### src/rtl/led_strip_pkg.sv
// Shared definitions for the WS2812 LED strip transmitter.
// Holds the frame FSM state encoding, the default bit/latch timing
// (in clocks at 50 MHz) and the bit positions of the colour fields
// inside a 32-bit LED RAM word.
package led_strip_pkg;

  typedef enum logic [2:0] {
    ST_IDLE,
    ST_FETCH,
    ST_SEND,
    ST_LATCH,
    ST_DONE
  } state_e;

  localparam int DEF_T0H_CYC  = 20;
  localparam int DEF_T1H_CYC  = 40;
  localparam int DEF_TBIT_CYC = 63;
  localparam int DEF_TRST_CYC = 3000;
  localparam int DEF_RD_LAT   = 1;

  // LED word layout: [23:16]=G, [15:8]=R, [7:0]=B, [31:24] unused.
  localparam int LED_BITS = 24;
  localparam int LED_MSB  = 23;
  localparam int FIELD_W  = 8;
  localparam int G_LSB    = 16;
  localparam int R_LSB    = 8;
  localparam int B_LSB    = 0;

endpackage

### src/rtl/led_bit_encoder.sv
// One WS2812 bit period generator.
// Ports:
//   clk_i, rst_ni : clock, asynchronous active-low reset
//   bit_i, go_i   : go_i starts a period for bit_i on this edge
//   data_o        : registered line output, high T1H/T0H clocks then low
//   bit_end_o     : high in the last clock of a period; asserting go_i
//                   in that clock makes the next period contiguous
module led_bit_encoder
  import led_strip_pkg::*;
#(
  parameter int T0H_CYC  = DEF_T0H_CYC,
  parameter int T1H_CYC  = DEF_T1H_CYC,
  parameter int TBIT_CYC = DEF_TBIT_CYC
) (
  input  logic clk_i,
  input  logic rst_ni,
  input  logic bit_i,
  input  logic go_i,
  output logic data_o,
  output logic bit_end_o
);

  localparam int CW = $clog2(TBIT_CYC);

  logic [CW-1:0] cnt_q;
  logic [CW-1:0] cnt_nx;
  logic [CW-1:0] hi_len;
  logic          active_q;
  logic          bit_q;
  logic          data_q;

  // cnt_q is the index of the clock currently on the line (0..TBIT-1).
  assign cnt_nx    = cnt_q + CW'(1);
  assign hi_len    = bit_q ? CW'(T1H_CYC) : CW'(T0H_CYC);
  assign bit_end_o = active_q && (cnt_q == CW'(TBIT_CYC - 1));
  assign data_o    = data_q;

  always_ff @(posedge clk_i or negedge rst_ni) begin
    if (!rst_ni) begin
      cnt_q    <= '0;
      active_q <= 1'b0;
      bit_q    <= 1'b0;
      data_q   <= 1'b0;
    end else if (go_i) begin
      cnt_q    <= '0;
      active_q <= 1'b1;
      bit_q    <= bit_i;
      data_q   <= 1'b1;
    end else if (active_q) begin
      if (bit_end_o) begin
        cnt_q    <= '0;
        active_q <= 1'b0;
        data_q   <= 1'b0;
      end else begin
        cnt_q  <= cnt_nx;
        data_q <= (cnt_nx < hi_len);
      end
    end
  end

endmodule

### src/rtl/led_strip_tx.sv
// WS2812 LED strip frame transmitter.
// On i_start (in IDLE) it latches i_led_count, reads one 24-bit GRB word
// per LED from an external RAM (read latency RD_LAT), shifts the bits out
// MSB first on o_data, then holds the line low for TRST_CYC clocks and
// pulses o_done.
// Ports:
//   clk_clk, reset_reset_n : clock, asynchronous active-low reset
//   i_start, i_led_count   : frame request and LED count (0..2047)
//   led_ram_*              : read-only RAM master (chipselect == clken)
//   o_data                 : serial line, idle low
//   o_busy, o_done         : frame in progress, one-cycle end pulse
//   o_dbg_state            : current FSM state for debug
// RAM handshake: a read is issued in the single cycle chipselect is high
// and its data is taken exactly RD_LAT clocks after that edge; there is
// no ready/wait signal.
module led_strip_tx
  import led_strip_pkg::*;
#(
  parameter int T0H_CYC  = DEF_T0H_CYC,
  parameter int T1H_CYC  = DEF_T1H_CYC,
  parameter int TBIT_CYC = DEF_TBIT_CYC,
  parameter int TRST_CYC = DEF_TRST_CYC,
  parameter int RD_LAT   = DEF_RD_LAT
) (
  input  logic        clk_clk,
  input  logic        reset_reset_n,
  input  logic        i_start,
  input  logic [10:0] i_led_count,
  output logic [10:0] led_ram_address,
  output logic        led_ram_chipselect,
  output logic        led_ram_clken,
  output logic        led_ram_write,
  output logic [31:0] led_ram_writedata,
  output logic [3:0]  led_ram_byteenable,
  input  logic [31:0] led_ram_readdata,
  output logic        o_data,
  output logic        o_busy,
  output logic        o_done,
  output state_e      o_dbg_state
);

  localparam int LW = (TRST_CYC > 1) ? $clog2(TRST_CYC) : 1;

  state_e            state_q;
  logic [10:0]       count_q;
  logic [10:0]       led_idx_q;
  logic [10:0]       addr_q;
  logic [4:0]        bit_cnt_q;
  logic [LED_MSB:0]  word_q;
  logic [LED_MSB:0]  pref_q;
  logic [LW-1:0]     lat_cnt_q;
  logic [RD_LAT-1:0] rd_pipe_q;
  logic              cs_q;
  logic              busy_q;
  logic              done_q;

  logic rd_valid;
  logic is_last;
  logic bit_end;
  logic enc_go;
  logic enc_bit;
  logic unused_hi;

  assign unused_hi = ^led_ram_readdata[31:LED_BITS];

  assign led_ram_address    = addr_q;
  assign led_ram_chipselect = cs_q;
  assign led_ram_clken      = cs_q;
  assign led_ram_write      = 1'b0;
  assign led_ram_writedata  = 32'h0;
  assign led_ram_byteenable = 4'hF;
  assign o_busy             = busy_q;
  assign o_done             = done_q;
  assign o_dbg_state        = state_q;

  // Tracks each issued read; the top bit marks the edge its data is valid.
  assign rd_valid = rd_pipe_q[RD_LAT-1];
  assign is_last  = (led_idx_q == count_q - 11'd1);

  always_ff @(posedge clk_clk or negedge reset_reset_n) begin
    if (!reset_reset_n) rd_pipe_q <= '0;
    else                rd_pipe_q <= (rd_pipe_q << 1) | RD_LAT'(cs_q);
  end

  // Next bit to start: first bit straight from RAM, later bits from the
  // shift register, first bit of the next LED from the prefetch register.
  always_comb begin
    enc_go  = 1'b0;
    enc_bit = 1'b0;
    case (state_q)
      ST_FETCH: begin
        if (rd_valid) begin
          enc_go  = 1'b1;
          enc_bit = led_ram_readdata[LED_MSB];
        end
      end
      ST_SEND: begin
        if (bit_end) begin
          if (bit_cnt_q != 5'd0) begin
            enc_go  = 1'b1;
            enc_bit = word_q[LED_MSB-1];
          end else if (!is_last) begin
            enc_go  = 1'b1;
            enc_bit = pref_q[LED_MSB];
          end
        end
      end
      default: ;
    endcase
  end

  always_ff @(posedge clk_clk or negedge reset_reset_n) begin
    if (!reset_reset_n) begin
      state_q   <= ST_IDLE;
      count_q   <= '0;
      led_idx_q <= '0;
      addr_q    <= '0;
      bit_cnt_q <= '0;
      word_q    <= '0;
      pref_q    <= '0;
      lat_cnt_q <= '0;
      cs_q      <= 1'b0;
      busy_q    <= 1'b0;
      done_q    <= 1'b0;
    end else begin
      cs_q   <= 1'b0;
      done_q <= 1'b0;
      case (state_q)
        ST_IDLE: begin
          if (i_start) begin
            count_q   <= i_led_count;
            led_idx_q <= '0;
            addr_q    <= '0;
            if (i_led_count == 11'd0) begin
              state_q <= ST_DONE;
              done_q  <= 1'b1;
            end else begin
              state_q <= ST_FETCH;
              cs_q    <= 1'b1;
              busy_q  <= 1'b1;
            end
          end
        end
        ST_FETCH: begin
          if (rd_valid) begin
            word_q    <= led_ram_readdata[LED_MSB:0];
            bit_cnt_q <= 5'(LED_MSB);
            state_q   <= ST_SEND;
            // First bit of LED 0 is starting: prefetch LED 1.
            if (count_q != 11'd1) begin
              cs_q   <= 1'b1;
              addr_q <= 11'd1;
            end
          end
        end
        ST_SEND: begin
          if (rd_valid) pref_q <= led_ram_readdata[LED_MSB:0];
          if (bit_end) begin
            if (bit_cnt_q != 5'd0) begin
              bit_cnt_q <= bit_cnt_q - 5'd1;
              word_q    <= word_q << 1;
            end else if (is_last) begin
              state_q   <= ST_LATCH;
              lat_cnt_q <= '0;
            end else begin
              word_q    <= pref_q;
              bit_cnt_q <= 5'(LED_MSB);
              led_idx_q <= led_idx_q + 11'd1;
              // Bit 23 of LED led_idx+1 starts now: prefetch led_idx+2.
              if (led_idx_q + 11'd2 < count_q) begin
                cs_q   <= 1'b1;
                addr_q <= led_idx_q + 11'd2;
              end
            end
          end
        end
        ST_LATCH: begin
          if (lat_cnt_q == LW'(TRST_CYC - 1)) begin
            state_q <= ST_DONE;
            done_q  <= 1'b1;
            busy_q  <= 1'b0;
          end else begin
            lat_cnt_q <= lat_cnt_q + LW'(1);
          end
        end
        ST_DONE: state_q <= ST_IDLE;
        default: state_q <= ST_IDLE;
      endcase
    end
  end

  led_bit_encoder #(
    .T0H_CYC (T0H_CYC),
    .T1H_CYC (T1H_CYC),
    .TBIT_CYC(TBIT_CYC)
  ) u_enc (
    .clk_i    (clk_clk),
    .rst_ni   (reset_reset_n),
    .bit_i    (enc_bit),
    .go_i     (enc_go),
    .data_o   (o_data),
    .bit_end_o(bit_end)
  );

endmodule
### config.mk
export PLATFORM = sky130hd
export DESIGN_NAME = led_strip_tx
export DESIGN_NICKNAME = d
export VERILOG_FILES = /design/src/rtl/led_strip_pkg.sv /design/src/rtl/led_bit_encoder.sv /design/src/rtl/led_strip_tx.sv
export SDC_FILE = /design/constraint.sdc
export NUM_CORES = 1
export LEC_CHECK = 0
export BUFFER_PORTS_ARGS = -buffer_cell sky130_fd_sc_hd__buf_2
export CELL_PAD_IN_SITES_DETAIL_PLACEMENT = 0
export CELL_PAD_IN_SITES_GLOBAL_PLACEMENT = 2
export CORE_ASPECT_RATIO = 1.25
export CORE_MARGIN = 8
export CORE_UTILIZATION = 38
export DETAILED_ROUTE_END_ITERATION = 6
export GPL_ROUTABILITY_DRIVEN = 0
export PLACE_DENSITY = 0.93
export REMOVE_ABC_BUFFERS = 1
export SYNTH_ARGS = -nofsm -noshare
export SYNTH_HDL_FRONTEND = slang
export SYNTH_SLANG_ARGS = --single-unit
### constraint.sdc
create_clock -name clk_clk -period 5.3 [get_ports clk_clk]
set_input_delay 0.265 -clock clk_clk [delete_from_list [all_inputs] [get_ports clk_clk]]
set_output_delay 0.265 -clock clk_clk [all_outputs]
set_load 0.01 [all_outputs]
==> run summary <==
critical path peak fanout = 11
root buf cell = clkbuf_16
Starting Density = 38.2%
overall die height = 166 um
static leakage = 0.00354 uW
drt first-iter violations = 290
Layout Skew = 8.56 ps
Synth top cells by count = nand2_1 (114), dfrtp_1 (113), nand3_1 (46)
pwr dens = 533 nW/um^2
RSZ-0062 raised after global routing = no
top-area cell type share of the netlist area = 41.4%
register area share after synthesis = 41.4%
CP top delay family = simple AND/OR/NAND/NOR gates
hold_buf cts = 0
share of layout cells above drive strength 1 = 20.0%
Worst EP required = 5650 ps
DRT Pass-1 Iters = 4
DR vias/cell = 5.29
Tmin final = 3720 ps
post-CTS sizing = 0
crit path DAT = 4070 ps
die area = 22600 um^2
dpl hpwl = 11300 um
clock transition at the registers of the reported paths = 60 ps
run status = complete, no violations
final wirelength = 16800 um
EDFF count, synth = 0
CTS tree = yes
Cells after Synth = 751
syn_area_per_cell = 9.10 um^2
crit path cell chain = nand3_1 > or2_2 > nor2_1 > xor2_1 > ha_1 > a21o_1 > a21o_1 > a221o_1 > nor4_2 > a22o_1
nets@finish = 857
Synth area leader = dfrtp_1
clock buffer depth = 2
vias in the first global route = 5644
Synth-to-Final Area Change = 13.3%
Synth Flop Type = dfrtp_1
Worst-Skew Late Latency = 420 ps
largest net degree at the start of global routing = 78
peak supply drop = 0.269 mV
area of the multi-input gates = 3500 um^2
Critical Path Slowest Stage Cell = nor4_2
number of nets with antenna violations after routing = 0
Crit path buffers/inverters = 0
register area = 2830 um^2
Synth async-reset ratio = 100%
clk sinks = 113
die width = 136 um
final worst path period share = 70.1%
initial antenna violation count = 0
first-pass GRT wire length = 28200 um
Max transition margin = 30.6%
CP max stage delay = 860 ps
post-route insts no fill = 1029
Overflow after GRT = 0
CP Launch Type = register
CP dominant cell by count = a21o_1
num ports = 102
Core Footprint = 17900 um^2
Hold/Removal Path Class = in -> async
DR vias = 5440
critical path type = reg -> reg
DRC Markers = 0
setup tns final = 0 ps
row cnt = 55
largest cells by area after synthesis = dfrtp_1 (41%), nand2_1 (6.3%), buf_4 (4.3%), ha_1 (4.2%), o211ai_2 (4.2%)
fmax = 269 MHz
Final Hold Fails = 0
synth warn = 0
detailed-route wire length per cell = 16.3 um
Synth Cell Area = 6840 um^2
H-tree Lvls = 4
final setup fails = 0
PortBufs = 56
Max Cap Viol = 0
Tot GR Track Use = 15.4%
most frequent cell after synthesis = nand2_1
Filler cells = 1804
Num CTS Buffers = 17
post-synthesis register bit count = 113
Antenna Diode Count = 0
Synth cell types = 60
crit end category = register
Slew Viols, Final = 0
Setup Fix Bufs, Post-CTS = 0
placed cell count = 997
Slew @ Worst Pin = 1040 ps
[stage by stage]
stage,hold WS [ps],util (%),total power (uW),cell area [um^2],setup WS (ps)
floorplan,-30.6,-,2510,6470,1040
global placement,440,39.9,2920,7130,1620
detailed placement,465,39.9,2960,7130,1600
CTS,53.8,43.3,4180,7750,1550
global route,64.1,43.3,4440,7750,1280
finish,15.4,43.3,4130,7750,1580
[power breakdown]
group | internal (uW) | switching, uW | leakage (uW)
sequential | 1180 | 298 | 0.00141
clock | 758 | 435 | 0.000290
combinational | 645 | 808 | 0.00184
total | 2590 | 1540 | 0.00354
[sequential cells by signal (all words and copies together), names as in the netlist]
name                cells
pref_q                 24
word_q                 23
lat_cnt_q              12
count_q                11
led_idx_q              11
led_ram_address        11
u_enc.cnt_q             6
bit_cnt_q               5
o_dbg_state             3
led_ram_chipselect      1
o_busy                  1
o_done                  1
rd_pipe_q               1
u_enc.active_q          1
u_enc.bit_q             1
u_enc.data_o            1
[cells by family (layout without fill, tap and decap cells)]
| group | after synthesis | after routing | share of synthesized area (%) |
|---|---|---|---|
| compound gates | 145 | 145 | 15.9 |
| xor+xnor | 29 | 29 | 3.72 |
| fa+ha+maj | 23 | 23 | 4.21 |
| buf+inv | 127 | 142 | 9.70 |
| flops | 113 | 113 | 41.4 |
| mux | 25 | 25 | 4.17 |
| other cells | 2 | 37 | 0.110 |
| simple gates | 287 | 287 | 20.8 |
[layout by cell type, fill, tap and decap left out, types with 3 or more instances in the layout]
cell type and instances:
nand2_1 114, dfrtp_1 113, buf_2 55, nand3_1 46
inv_1 45, a21oi_1 40, conb_1 37, nor2_1 36
mux2_2 24, o21ai_0 23, o211ai_2 23, ha_1 23
xnor2_1 18, clkbuf_16 17, or4_1 12, a22o_1 11
nor3_1 11, xor2_1 11, o31ai_1 10, buf_4 10
nand2b_1 8, or3_1 8, nand4_1 7, nor4_1 6
and2_1 6, o211ai_1 6, and3_1 5, inv_6 5
a22oi_1 4, o21a_1 4, or4b_2 4, clkinvlp_4 4
nor3b_1 3, nor4b_1 3, o311ai_0 3, bufinv_16 3
[worst paths after layout]
path                                          startpoint                              end  slack, ps  cells past startpoint
worst max-delay path            led_idx_q[2]$_DFFE_PN0P_  led_ram_address[10]$_DFFE_PN0P_       1580                     10
worst max register to register  led_idx_q[2]$_DFFE_PN0P_  led_ram_address[10]$_DFFE_PN0P_       1580                     10
worst min register to register     pref_q[0]$_DFFE_PN0P_            pref_q[0]$_DFFE_PN0P_        500                      1
worst min-delay path                       reset_reset_n         lat_cnt_q[8]$_DFFE_PN0P_         20                      1
min in group clk_clk                      i_led_count[1]           count_q[1]$_DFFE_PN0P_         70                      3
max in group asynchronous                  reset_reset_n       u_enc.cnt_q[0]$_DFFE_PN0P_       4170                      2
[final cells by class]
| type | count | area share [%] |
|---|---|---|
| clock inverter | 14 | 2.29 |
| clock buffer | 18 | 5.67 |
| tap | 228 | 3.68 |
| timing repair buffer | 65 | 4.52 |
| inverter | 45 | 2.18 |
| sequential | 113 | 36.5 |
| multi-input combinational | 546 | 45.2 |
[routing by layer]
metal / up-vias / track usage (%) / part of all wire, %
met1: 2664 / 18.7 / 44
met4: 0 / 4.74 / 1.1
met5: - / 0 / 0
met3: 12 / 3.45 / 4.6
li1: 2637 / - / -
met2: 127 / 26.1 / 50
(Power assumes the default switching activity.)
